File: src/rtl/prim_cipher_pkg.sv
// Shared types and helpers for the counter-mode keystream generator around a PRINCE core.
package prim_cipher_pkg;

  typedef enum logic [1:0] {
    StIdle = 2'd0,
    StRun  = 2'd1,
    StDone = 2'd2
  } ctr_gen_state_e;

  function automatic int unsigned ctr_width(input int unsigned data_width,
                                            input int unsigned nonce_width);
    return data_width - nonce_width;
  endfunction

endpackage

File: src/rtl/prim_fifo_sync.sv
// Synchronous FIFO with registered storage and no pass-through; clr_i flushes all entries.
module prim_fifo_sync #(
  parameter int unsigned Width = 64,
  parameter int unsigned Depth = 4,
  localparam int unsigned PtrW = $clog2(Depth),
  localparam int unsigned CntW = PtrW + 1
) (
  input  logic             clk_i,
  input  logic             rst_i,
  input  logic             clr_i,
  input  logic             wvalid_i,
  input  logic [Width-1:0] wdata_i,
  input  logic             rready_i,
  output logic             rvalid_o,
  output logic [Width-1:0] rdata_o,
  output logic [CntW-1:0]  count_o
);

  logic [PtrW-1:0]  wptr_q, rptr_q;
  logic [CntW-1:0]  count_q;
  logic [Width-1:0] mem_q [Depth];
  logic             full, push, pop;

  assign full     = (count_q == CntW'(Depth));
  assign rvalid_o = (count_q != '0);
  assign pop      = rready_i & rvalid_o;
  // A full FIFO still accepts a write when the head leaves in the same cycle.
  assign push     = wvalid_i & (~full | pop);

  always_ff @(posedge clk_i or posedge rst_i) begin
    if (rst_i) begin
      wptr_q  <= '0;
      rptr_q  <= '0;
      count_q <= '0;
    end else if (clr_i) begin
      wptr_q  <= '0;
      rptr_q  <= '0;
      count_q <= '0;
    end else begin
      if (push) wptr_q <= wptr_q + PtrW'(1);
      if (pop)  rptr_q <= rptr_q + PtrW'(1);
      if (push && !pop)      count_q <= count_q + CntW'(1);
      else if (pop && !push) count_q <= count_q - CntW'(1);
    end
  end

  always_ff @(posedge clk_i) begin
    if (push && !clr_i) mem_q[wptr_q] <= wdata_i;
  end

  assign rdata_o = rvalid_o ? mem_q[rptr_q] : '0;
  assign count_o = count_q;

endmodule

File: src/rtl/prim_prince_ctr_gen.sv
// Counter-mode keystream generator: issues {nonce, ctr} blocks to a PRINCE core under credit
// control and buffers the in-order responses for a ready/valid consumer.
module prim_prince_ctr_gen
  import prim_cipher_pkg::*;
#(
  parameter int unsigned DataWidth  = 64,
  parameter int unsigned KeyWidth   = 128,
  parameter int unsigned NonceWidth = 32,
  parameter int unsigned FifoDepth  = 4
) (
  input  logic                  clk_i,
  input  logic                  rst_i,
  input  logic                  init_i,
  input  logic [NonceWidth-1:0] nonce_i,
  input  logic [KeyWidth-1:0]   key_i,
  output logic                  cipher_valid_o,
  output logic [DataWidth-1:0]  cipher_data_o,
  output logic [KeyWidth-1:0]   cipher_key_o,
  output logic                  cipher_dec_o,
  input  logic                  cipher_valid_i,
  input  logic [DataWidth-1:0]  cipher_data_i,
  output logic                  ks_valid_o,
  input  logic                  ks_ready_i,
  output logic [DataWidth-1:0]  ks_data_o,
  output logic                  busy_o,
  output logic                  exhausted_o
);

  localparam int unsigned CtrW = ctr_width(DataWidth, NonceWidth);
  localparam int unsigned CntW = $clog2(FifoDepth) + 1;
  localparam logic [CntW:0] DepthVal = FifoDepth[CntW:0];

  if (!((DataWidth == 64 || DataWidth == 32) && KeyWidth == 2 * DataWidth)) begin : gen_bad_width
    $fatal(1, "DataWidth must be 32 or 64 and KeyWidth must be 2*DataWidth");
  end
  if (!(FifoDepth >= 2 && (FifoDepth & (FifoDepth - 1)) == 0)) begin : gen_bad_depth
    $fatal(1, "FifoDepth must be a power of two and at least 2");
  end
  if (!(NonceWidth + 2 <= DataWidth)) begin : gen_bad_ctr
    $fatal(1, "counter width DataWidth-NonceWidth must be at least 2");
  end

  ctr_gen_state_e        state_q, state_d;
  logic [CtrW-1:0]       ctr_q, ctr_d;
  logic [NonceWidth-1:0] nonce_q;
  logic [KeyWidth-1:0]   key_q;
  logic [CntW-1:0]       inflight_q, inflight_d;
  logic [CntW-1:0]       discard_q, discard_d;
  logic [CntW-1:0]       fifo_count;
  logic [CntW:0]         credit_used;
  logic                  issue, resp, ctr_last, fifo_push;

  assign credit_used = {1'b0, inflight_q} + {1'b0, fifo_count};
  assign issue       = (state_q == StRun) && (credit_used < DepthVal);
  // Responses with nothing outstanding are strays from before a reset.
  assign resp        = cipher_valid_i && (inflight_q != '0);
  assign ctr_last    = &ctr_q;
  assign fifo_push   = resp && (discard_q == '0) && !init_i;

  always_comb begin
    state_d    = state_q;
    ctr_d      = ctr_q;
    inflight_d = inflight_q;
    discard_d  = discard_q;

    if (issue && !resp)      inflight_d = inflight_q + CntW'(1);
    else if (resp && !issue) inflight_d = inflight_q - CntW'(1);

    if (resp && discard_q != '0) discard_d = discard_q - CntW'(1);
    if (issue && !ctr_last)      ctr_d     = ctr_q + CtrW'(1);

    unique case (state_q)
      StIdle:  state_d = StIdle;
      StRun:   if (issue && ctr_last) state_d = StDone;
      StDone:  state_d = StDone;
      default: state_d = StIdle;
    endcase

    // Everything still outstanding after this cycle, including a request issued now, is stale.
    if (init_i) begin
      state_d   = StRun;
      ctr_d     = '0;
      discard_d = inflight_d;
    end
  end

  always_ff @(posedge clk_i or posedge rst_i) begin
    if (rst_i) begin
      state_q    <= StIdle;
      ctr_q      <= '0;
      nonce_q    <= '0;
      key_q      <= '0;
      inflight_q <= '0;
      discard_q  <= '0;
    end else begin
      state_q    <= state_d;
      ctr_q      <= ctr_d;
      inflight_q <= inflight_d;
      discard_q  <= discard_d;
      if (init_i) begin
        nonce_q <= nonce_i;
        key_q   <= key_i;
      end
    end
  end

  prim_fifo_sync #(
    .Width (DataWidth),
    .Depth (FifoDepth)
  ) u_ks_fifo (
    .clk_i    (clk_i),
    .rst_i    (rst_i),
    .clr_i    (init_i),
    .wvalid_i (fifo_push),
    .wdata_i  (cipher_data_i),
    .rready_i (ks_ready_i),
    .rvalid_o (ks_valid_o),
    .rdata_o  (ks_data_o),
    .count_o  (fifo_count)
  );

  assign cipher_valid_o = issue;
  assign cipher_data_o  = {nonce_q, ctr_q};
  assign cipher_key_o   = key_q;
  assign cipher_dec_o   = 1'b0;
  assign busy_o         = (state_q == StRun) || (inflight_q != '0) || (discard_q != '0);
  assign exhausted_o    = (state_q == StDone) && (inflight_q == '0) && (fifo_count == '0);

endmodule

File: config.mk
export PLATFORM = sky130hd
export DESIGN_NAME = prim_prince_ctr_gen
export DESIGN_NICKNAME = d
export VERILOG_FILES = /design/src/rtl/prim_cipher_pkg.sv /design/src/rtl/prim_fifo_sync.sv /design/src/rtl/prim_prince_ctr_gen.sv
export SDC_FILE = /design/constraint.sdc
export NUM_CORES = 1
export LEC_CHECK = 0
export CORE_ASPECT_RATIO = 0.75
export CORE_MARGIN = 1.5
export CORE_UTILIZATION = 45
export CTS_BUF_LIST = sky130_fd_sc_hd__clkbuf_4
export DETAILED_ROUTE_END_ITERATION = 10
export MAX_ROUTING_LAYER = met4
export PLACE_DENSITY = 0.78
export SYNTH_ARGS = -nofsm -noshare
export SYNTH_HDL_FRONTEND = slang
export SYNTH_HIERARCHICAL = 1
export SYNTH_SLANG_ARGS = --single-unit
File: constraint.sdc
create_clock -name clk_i -period 6.8 [get_ports clk_i]
set_input_delay 1.36 -clock clk_i [delete_from_list [all_inputs] [get_ports clk_i]]
set_output_delay 1.36 -clock clk_i [all_outputs]
set_load 0.05 [all_outputs]
==> run_results.csv, run 1 <==
group,metric,value,unit
status,status,"finished clean",
setup_path,worstPathRequired,5.44,ns
setup_path,endpoint_kind,"output port",
timing,setup_viol,0,
clocking,cts_setup_buffers,0,
clocking,cts-root-buf,"clkbuf_4",
global_route,grt_max_degree,95,
timing,rsz0062_at_grt,"no",
setup_path,cp_max_fo,54,
routing,vias_per_cell,5.23,
synth,netlist_area,18400,sq um
die,ios,490,
setup_path,path_cells,"buf_4, mux4_2, and2_1, clkdlybuf4s50_1",
synth,syn-mean-instance-area,17.4,sq um
timing,layout_setup_ws,1.67,ns
global_route,overflow,0,
die,die_h,178,um
timing,worst_pin_slew,1.11,ns
final_layout,seqCellArea,12900,sq um
die,die_x,237,um
synth,ys.flop_type,"edfxtp_1",
setup_path,cp_slowest_cell,"dfrtp_4",
clocking,clock_latency,0.77,ns
global_route,antenna_found_initial,13,
global_route,grt_usage,0.254,
synth,synth_fp_nets,1301,
placed_design,place_hpwl,36400,um
timing,max_clock_freq,195,MHz
power,peakVddDrop,0.242,mV
routing,detail_route.wl_per_cell,23.3,um
synth,ys_async_sr_fraction,0.447,
timing,slew_violations,0,
final_layout,fillCellCount,2928,
clocking,hold_buffers,0,
setup_path,start_kind,"register",
setup_path,cpPeakStageDelay,1.13,ns
clocking,clk_pin_slew,0.06,ns
routing,wirelength,52200,um
setup_path,r2r-end,"ctr_q[27]",
final_layout,drive_gt1_frac,0.258,
final_layout,multi_input_area,5250,sq um
final_layout,synthToLayoutAreaGrowth,37.6,%
synth,ys_types,55,
final_layout,mostFrequentLayoutCells,"clkdlybuf4s50_1 (487), edfxtp_1 (256), dfrtp_1 (205)",
timing,fin_tns_setup,0,ns
synth,postSynthCellCount,1056,
clocking,clock_sinks,463,
setup_path,r2r_slack,3.59,ns
run,maxCapViolCount,0,
timing,finalHoldViolCount,0,
timing,slew_headroom,0.260,
placed_design,dp_slack,2.38,ns
synth,yosysWarnings,6,
setup_path,timing.rr.start,"u_ks_fifo/count_o[2]",
routing,first_iter_violations,748,
die,fp.dieArea,42200,sq um
routing,ant_nets,0,
synth,ys_ff_latch,463,
setup_path,cp.arrival,3.77,ns
timing,clock-skew-final,0.0404,ns
setup_path,ff2ff_path_depth,6,
power,p_leak,0.00921,uW
timing,fin_crit_sh,0.754,
power,p_per_area,340,nW/um^2
global_route,grt_pass1_vias,12500,
placed_design,port_buffers,488,
routing,route.vias.total,11700,
hold_path,holdPathStages,1,
clocking,cts-resized-gates,0,
clocking,h-tree-depth,3,
setup_path,worstSetupPathType,"reg -> out",
routing,first_pass_iters,5,
global_route,grt_pass1_wl,76300,um
hold_path,hp-class,"reg -> reg",
hold_path,holdPathEnd,"nonce_q[2]",
die,initial_core_util,0.461,
final_layout,layout_commonest_cell,"clkdlybuf4s50_1",
clocking,cts_tree,"built",
die,design.core.area,40000,sq um
clocking,clockBufferDepth,3,
die,row_count,63,
synth,synth_edf_count,256,
final_layout,fin_nets,1866,
hold_path,hp-start,"nonce_q[2]",
timing,fin_crit,5.13,ns
routing,route.detailed.drc,0,
placed_design,gp_congestion,0.928,
synth,seq_area_frac_synth,0.699,
clocking,cts_buffers,113,
==> worst max-delay path, delay by kind of cell, from the launching register on <==
kind / cells / cell delay (ns)
mux: 1 / 0.52
buf+inv: 2 / 1.12
flops: 1 / 1.13
simple gates: 1 / 0.17
==> worst max-delay path by stage <==
stage	from	slack, ns	cells past startpoint	endpoint
final	u_ks_fifo/rptr_q[0]	1.67	4	ks_data_o[46]
after global routing	u_ks_fifo/rptr_q[0]	1.35	4	ks_data_o[41]
after CTS	u_ks_fifo/rptr_q[0]	1.50	4	ks_data_o[46]
after detailed placement	u_ks_fifo/rptr_q[0]	2.38	4	ks_data_o[34]
after global placement	u_ks_fifo/rptr_q[0]	2.38	4	ks_data_o[38]
after floorplan	init_i	-0.93	6	u_ks_fifo/mem_q[0][0]
==> layout make-up <==
cell class              instances  area share
multi-input cells             523       0.207
repair buffers                500       0.197
diodes                         13     0.00128
inverters                      20     0.00311
clock inverters                20     0.00533
flip-flops and latches        463       0.508
clock buffers                 177      0.0525
well taps                     520      0.0257
==> per-layer routing <==
| metal | up-vias | share of wire | track usage |
|---|---|---|---|
| li1 | 5230 | - | - |
| met3 | 86 | 0.085 | 0.0899 |
| met2 | 464 | 0.50 | 0.401 |
| met1 | 5909 | 0.39 | 0.297 |
| met5 | - | 0 | - |
| met4 | 0 | 0.032 | 0.111 |
==> where the power goes <==
| part | leakage [uW] | switching [uW] | total (uW) | internal [uW] |
|---|---|---|---|---|
| combinational | 0.00354 | 1850 | 3000 | 1150 |
| sequential | 0.00480 | 176 | 3290 | 3120 |
| clock | 0.000868 | 1080 | 2330 | 1240 |
==> registers in the layout (all words and copies together), names as in the netlist <==
name,count
discard_q,3
inflight_q,3
nonce_q,32
cipher_key_o,128
u_ks_fifo/wptr_q,2
state_q,2
u_ks_fifo/count_o,3
ctr_q,32
u_ks_fifo/mem_q,256
u_ks_fifo/rptr_q,2
==> cells in the mapped netlist (2+ instances only) <==
cell type  count  share of area
nand2_1       15         0.0031
o21ai_0       19         0.0052
xor2_1         6         0.0029
and3_1         4         0.0014
dfrtp_1      207           0.28
a21oi_1       27         0.0073
o2111ai_1      2        0.00095
buf_6          5         0.0031
and2_1        66          0.022
mux2i_1        4         0.0022
nand4_1        9         0.0031
mux2_2       163           0.10
or4_1          8         0.0033
nor3b_1        4         0.0016
inv_2          4        0.00082
ha_1          15          0.010
xnor2_1        6         0.0029
nand3_1       19         0.0052
nand2b_1       5         0.0017
clkbuf_1      33         0.0067
mux4_2        64          0.078
a211oi_1       2        0.00082
nor3_1         5         0.0014
or3_1         20         0.0068
inv_1         16         0.0033
buf_2         10         0.0027
and4_1         2        0.00095
edfxtp_1     256           0.42
maj3_1         2         0.0011
nor4_1         6         0.0020
a21boi_0       2        0.00082
nor2_1        19         0.0039
o31ai_1        7         0.0029
or4b_1         3         0.0016
==> kinds of logic after synthesis <==
logic type | Yosys count | synth area share
DFF | 463 | 0.699
muxes | 232 | 0.181
and+or+nand+nor | 191 | 0.0610
buffers and inverters | 70 | 0.0173
AOI/OAI and AO/OA | 69 | 0.0240
adders and majority gates | 18 | 0.0124
xor gates and xnor gates | 12 | 0.00571
other | 1 | 0.000204
==> per-stage QoR <==
step | power, uW | cells | utilization | hold WS (ns) | instance area [sq um]
after global routing | 9000 | 2235 | 0.634 | 0.518 | 25300
after global placement | 6320 | 2025 | 0.596 | 0.489 | 23800
after CTS | 8720 | 2222 | 0.633 | 0.509 | 25300
final | 8620 | 2236 | 0.634 | 0.506 | 25300
after detailed placement | 6360 | 2025 | 0.596 | 0.495 | 23800
after floorplan | 5330 | 1056 | - | 0.473 | 18400
(Power assumes the default switching activity.)
==> run 2: changes to the inputs <==
==> constraint.sdc (replaced) <==
create_clock -name clk_i -period 4.6 [get_ports clk_i]
set_input_delay 0.92 -clock clk_i [delete_from_list [all_inputs] [get_ports clk_i]]
set_output_delay 0.92 -clock clk_i [all_outputs]
set_load 0.05 [all_outputs]
==> run 2 against run 1 <==
Compared with the run above: critical path depth is the same; first-iteration DRC count grew 11%; sequential share of layout area shrank 0.34 points; total power grew 49%; via count grew 0.71%; cell count grew 0.45%; count of clock-buffer cells in the layout shrank 9; worst hold slack lost 0.053 ns; register-to-register slack lost 2.2 ns; design area grew 0.67%; sequential power grew 46%; worst setup slack lost 1.3 ns; critical path type unchanged.
==> run_results.csv, run 2 (synthesized netlist as in run 1, its figures left out) <==
group,metric,value,unit
clocking,cts_buffers,114,
global_route,grt_usage,0.255,
setup_path,cp_slowest_cell,"dfrtp_4",
die,die_h,178,um
final_layout,largest_register,"u_ks_fifo/mem_q",
hold_path,hp-class,"in -> async",
status,status,"finished clean",
timing,slew_violations,0,
power,peakVddDrop,0.316,mV
timing,rsz0062_at_grt,"no",
routing,route.detailed.drc,0,
routing,detail_route.wl_per_cell,23.3,um
global_route,grt_pass1_wl,76500,um
placed_design,place_hpwl,37200,um
routing,route.vias.total,11800,
setup_path,timing.rr.start,"u_ks_fifo/count_o[2]",
power,p_leak,0.00931,uW
timing,fin_crit,4.22,ns
routing,first_iter_violations,831,
setup_path,cpPeakStageDelay,0.73,ns
timing,worst_pin_slew,1.18,ns
clocking,hold_buffers,0,
power,p_per_area,503,nW/um^2
timing,max_clock_freq,237,MHz
timing,setup_viol,0,
final_layout,fin_nets,1872,
routing,wirelength,52300,um
clocking,cts-resized-gates,0,
final_layout,mostFrequentLayoutCells,"clkdlybuf4s50_1 (487), edfxtp_1 (256), dfrtp_1 (205)",
routing,vias_per_cell,5.24,
placed_design,dp_cells,2031,
setup_path,path_cells,"buf_12, mux4_2, and2_1, clkdlybuf4s50_1",
setup_path,cp.arrival,3.30,ns
run,maxCapViolCount,0,
clocking,clock_latency,0.83,ns
final_layout,seqCellArea,12900,sq um
global_route,grt_max_degree,118,
final_layout,largest_reg_flops,256,
final_layout,drive_gt1_frac,0.260,
die,die_x,237,um
global_route,grt_pass1_vias,12300,
timing,clock-skew-final,0.0649,ns
final_layout,final_cells,2246,
global_route,antenna_found_initial,13,
timing,fin_crit_sh,0.918,
setup_path,worstPathRequired,3.68,ns
clocking,cts-root-buf,"clkbuf_4",
die,design.core.area,40000,sq um
die,fp.dieArea,42200,sq um
clocking,clk_pin_slew,0.07,ns
setup_path,worstSetupPathType,"reg -> out",
placed_design,port_buffers,488,
clocking,cts_setup_buffers,0,
setup_path,start_kind,"register",
final_layout,multi_input_area,5280,sq um
die,row_count,63,
setup_path,r2r_slack,1.35,ns
clocking,cts_tree,"built",
timing,slew_headroom,0.206,
routing,ant_nets,0,
final_layout,fillCellCount,2870,
clocking,clockBufferDepth,3,
placed_design,gp_congestion,0.938,
die,initial_core_util,0.461,
final_layout,layout_commonest_cell,"clkdlybuf4s50_1",
clocking,h-tree-depth,3,
setup_path,r2r-end,"ctr_q[27]",
timing,finalHoldViolCount,0,
clocking,clock_sinks,463,
final_layout,synthToLayoutAreaGrowth,38.5,%
global_route,overflow,0,
setup_path,ff2ff_path_depth,6,
routing,first_pass_iters,5,
setup_path,cp_max_fo,23,
timing,fin_tns_setup,0,ns
die,ios,490,
setup_path,endpoint_kind,"output port",
[run 2: layer usage]
metal	up-vias	track usage	routed length [um]	share of wire
met5	-	-	0	0
met4	0	0.123	1750	0.033
met3	95	0.0958	4510	0.086
met2	456	0.393	25800	0.49
met1	5969	0.297	20200	0.39
li1	5252	-	-	-
[run 2: how the worst max path moves through the flow]
stage                              start               endpoint  slack, ns  depth (start not counted)
floorplan                         init_i  u_ks_fifo/mem_q[0][0]      -0.43                          6
global placement     u_ks_fifo/rptr_q[0]           ks_data_o[0]       1.19                          4
detailed placement            ks_ready_i   u_ks_fifo/count_o[2]       1.10                          8
CTS                  u_ks_fifo/rptr_q[0]           ks_data_o[4]       0.24                          4
global route        u_ks_fifo/count_o[0]          ks_data_o[61]       0.15                          5
finish               u_ks_fifo/rptr_q[0]          ks_data_o[11]       0.38                          4
[run 2: where the power goes]
group | internal [uW] | leakage, uW | switching (uW)
sequential | 4610 | 0.00480 | 202
combinational | 1720 | 0.00362 | 2800
clock | 1840 | 0.000885 | 1650
total | 8170 | 0.00931 | 4650
[run 2: area by class of cell]
type / instances / share of cell area
diodes: 13 / 0.00128
clock buffers: 168 / 0.0495
clock inverters: 34 / 0.00918
inverters: 20 / 0.00309
multi-input cells: 523 / 0.207
flip-flops and latches: 463 / 0.505
well taps: 520 / 0.0255
repair buffers: 505 / 0.200
[run 2: critical path: cells and delay by family (launching register included)]
kind / cells / cell delay (ns)
buffers and inverters: 2 / 0.97
DFF: 1 / 0.73
muxes: 1 / 0.56
and+or+nand+nor: 1 / 0.18
[run 2: stage by stage]
stage               total power, uW  worst slack, ns  area [sq um]  hold slack (ns)  utilization
global placement               9360             1.19         24000            0.489        0.600
detailed placement             9420             1.10         24000            0.495        0.600
floorplan                      7870           -0.433         18400            0.473            -
global route                  13400            0.154         25500            0.400        0.638
finish                        12800            0.378         25500            0.453        0.638
CTS                           13000            0.244         25500            0.381        0.637
==> run 3: changes to the inputs <==
--- a/config.mk
+++ b/config.mk
@@ -7,11 +7,11 @@
 export LEC_CHECK = 0
 export CORE_ASPECT_RATIO = 0.75
 export CORE_MARGIN = 1.5
-export CORE_UTILIZATION = 45
-export CTS_BUF_LIST = sky130_fd_sc_hd__clkbuf_4
+export CORE_UTILIZATION = 44
+export CTS_BUF_LIST = sky130_fd_sc_hd__clkbuf_8 sky130_fd_sc_hd__clkbuf_16
 export DETAILED_ROUTE_END_ITERATION = 10
 export MAX_ROUTING_LAYER = met4
-export PLACE_DENSITY = 0.78
+export PLACE_DENSITY = 0.86
 export SYNTH_ARGS = -nofsm -noshare
 export SYNTH_HDL_FRONTEND = slang
 export SYNTH_HIERARCHICAL = 1
==> run 3 against run 2 <==
Compared with the run above: clock power is 8.9% higher; global-route usage is 1.0 points lower; count of clock-buffer cells in the layout is 115 lower; critical path depth stayed put; maximum frequency is 8.3% higher; clock skew is 0.044 ns lower; wire length is 2.8% lower; core utilization is 1.5 points lower; highest routed layer unchanged; critical endpoint is now ks_data_o[0]; sequential share of layout area is 0.12 points lower; total power is 2.3% higher.
==> run_results.csv, run 3 (synthesized netlist as in run 1, its figures left out) <==
group,metric,value,unit
timing,fin_crit,3.90,ns
die,die_h,180,um
global_route,antenna_found_initial,11,
hold_path,hp-start,"cipher_key_o[56]",
setup_path,r2r-end,"ctr_q[27]",
power,peakVddDrop,0.360,mV
setup_path,cpPeakStageDelay,0.79,ns
setup_path,worstSetupPathType,"reg -> out",
final_layout,mostFrequentLayoutCells,"clkdlybuf4s50_1 (487), edfxtp_1 (256), dfrtp_1 (205)",
placed_design,gp_congestion,0.910,
power,p_leak,0.00919,uW
clocking,clock_latency,0.56,ns
timing,fin_crit_sh,0.847,
clocking,cts-resized-gates,0,
global_route,grt_pass1_vias,12000,
timing,rsz0062_at_grt,"no",
clocking,hold_buffers,0,
placed_design,place_hpwl,36100,um
hold_path,holdPathStages,1,
setup_path,cp_max_fo,41,
timing,fin_tns_setup,0,ns
setup_path,critPathBufInv,2,
clocking,h-tree-depth,2,
routing,detail_route.wl_per_cell,23.5,um
setup_path,cp_slowest_cell,"dfrtp_2",
timing,clock-skew-final,0.0205,ns
die,row_count,64,
timing,slew_violations,0,
setup_path,r2r_slack,1.39,ns
setup_path,path_cells,"buf_12, mux4_2, and2_1, clkdlybuf4s50_1",
final_layout,drive_gt1_frac,0.209,
clocking,cts_buffers,46,
timing,slew_headroom,0.149,
setup_path,cp.arrival,2.98,ns
setup_path,ff2ff_path_depth,6,
routing,first_pass_iters,5,
final_layout,fin_nets,1803,
setup_path,cp_top_family,"buffers and inverters",
routing,route.detailed.drc,0,
routing,route.vias.total,11400,
setup_path,endpoint_kind,"output port",
clocking,cts_tree,"built",
clocking,clockBufferDepth,3,
die,design.core.area,41000,sq um
routing,vias_per_cell,5.24,
global_route,grt_usage,0.245,
placed_design,port_buffers,488,
final_layout,layout_commonest_cell,"clkdlybuf4s50_1",
status,status,"finished clean",
clocking,clock_sinks,463,
die,ios,490,
final_layout,largest_register,"u_ks_fifo/mem_q",
timing,setup_viol,0,
clocking,clk_pin_slew,0.06,ns
setup_path,path_depth,4,
setup_path,start_kind,"register",
routing,wirelength,50900,um
final_layout,largest_reg_flops,256,
clocking,cts-root-buf,"clkbuf_16",
global_route,grt_max_degree,139,
global_route,overflow,0,
power,p_per_area,513,nW/um^2
hold_path,holdPathEnd,"cipher_key_o[56]",
run,maxCapViolCount,0,
timing,finalHoldViolCount,0,
routing,ant_nets,0,
timing,fin_hold_ws,0.504,ns
timing,max_clock_freq,257,MHz
setup_path,worstPathRequired,3.68,ns
hold_path,hp-class,"reg -> reg",
die,fp.dieArea,43100,sq um
timing,worst_pin_slew,1.26,ns
final_layout,final_core_util,0.623,
final_layout,synthToLayoutAreaGrowth,38.8,%
setup_path,timing.rr.start,"u_ks_fifo/count_o[2]",
routing,first_iter_violations,691,
global_route,grt_pass1_wl,76100,um
die,initial_core_util,0.449,
clocking,cts_setup_buffers,0,
die,die_x,239,um
run 3: cell count changes in the layout (fill, tap and decap cells not counted):
cell,previous run,this run
clkbuf_4,168,0
clkbuf_16,0,47
clkinv_1,20,9
clkbuf_8,1,7
inv_1,15,21
buf_12,6,4
diode_2,13,11
buf_4,11,12
bufinv_16,3,4
clkinv_2,6,7
clkinv_4,0,1
clkinvlp_4,3,4
inv_16,0,1
inv_2,5,4
run 3: worst reg2reg max path, stage by stage (launching register included):
cell and delay [ns]:
dfrtp_1 0.45, ha_1 0.33, or4b_1 0.54, or4_1 0.72, or3_4 0.43, or4_1 0.47, a21oi_1 0.17
run 3: layer usage:
layer,track usage,share of wire
met2,0.401,0.50
met5,-,0
met3,0.0852,0.094
met4,0.0630,0.022
met1,0.288,0.38
run 3: worst max path at each step:
stage / start / endpoint
3_5_place_dp: ks_ready_i / u_ks_fifo/count_o[2]
2_1_floorplan: init_i / u_ks_fifo/mem_q[0][0]
6_report: u_ks_fifo/rptr_q[1] / ks_data_o[0]
3_3_place_gp: ks_ready_i / u_ks_fifo/count_o[2]
4_1_cts: u_ks_fifo/rptr_q[1] / ks_data_o[48]
5_1_grt: u_ks_fifo/count_o[2] / cipher_valid_o
run 3: per-stage QoR:
stage          setup WS (ns)  std cells  cell area (sq um)  power [uW]
2_1_floorplan         -0.433       1056              18400        7870
3_3_place_gp            1.13       2071              24000        9350
3_5_place_dp            1.09       2071              24000        9420
4_1_cts                0.646       2157              25500       13200
5_1_grt                0.549       2168              25600       13600
6_report               0.702       2168              25600       13100
run 3: area by class of cell:
class,instances,area (sq um)
antenna,11,27.5
clock buffer,53,1260
clock inverter,33,283
fill,3001,15400
inverter,20,78.8
multi-input combinational,523,5280
sequential,463,12900
tap,561,702
timing repair buffer,504,5060
run 3: power breakdown:
part	internal [uW]	leakage [uW]	switching [uW]
Clock	2190	0.000777	1600
Sequential	4610	0.00480	167
Combinational	1710	0.00361	2840
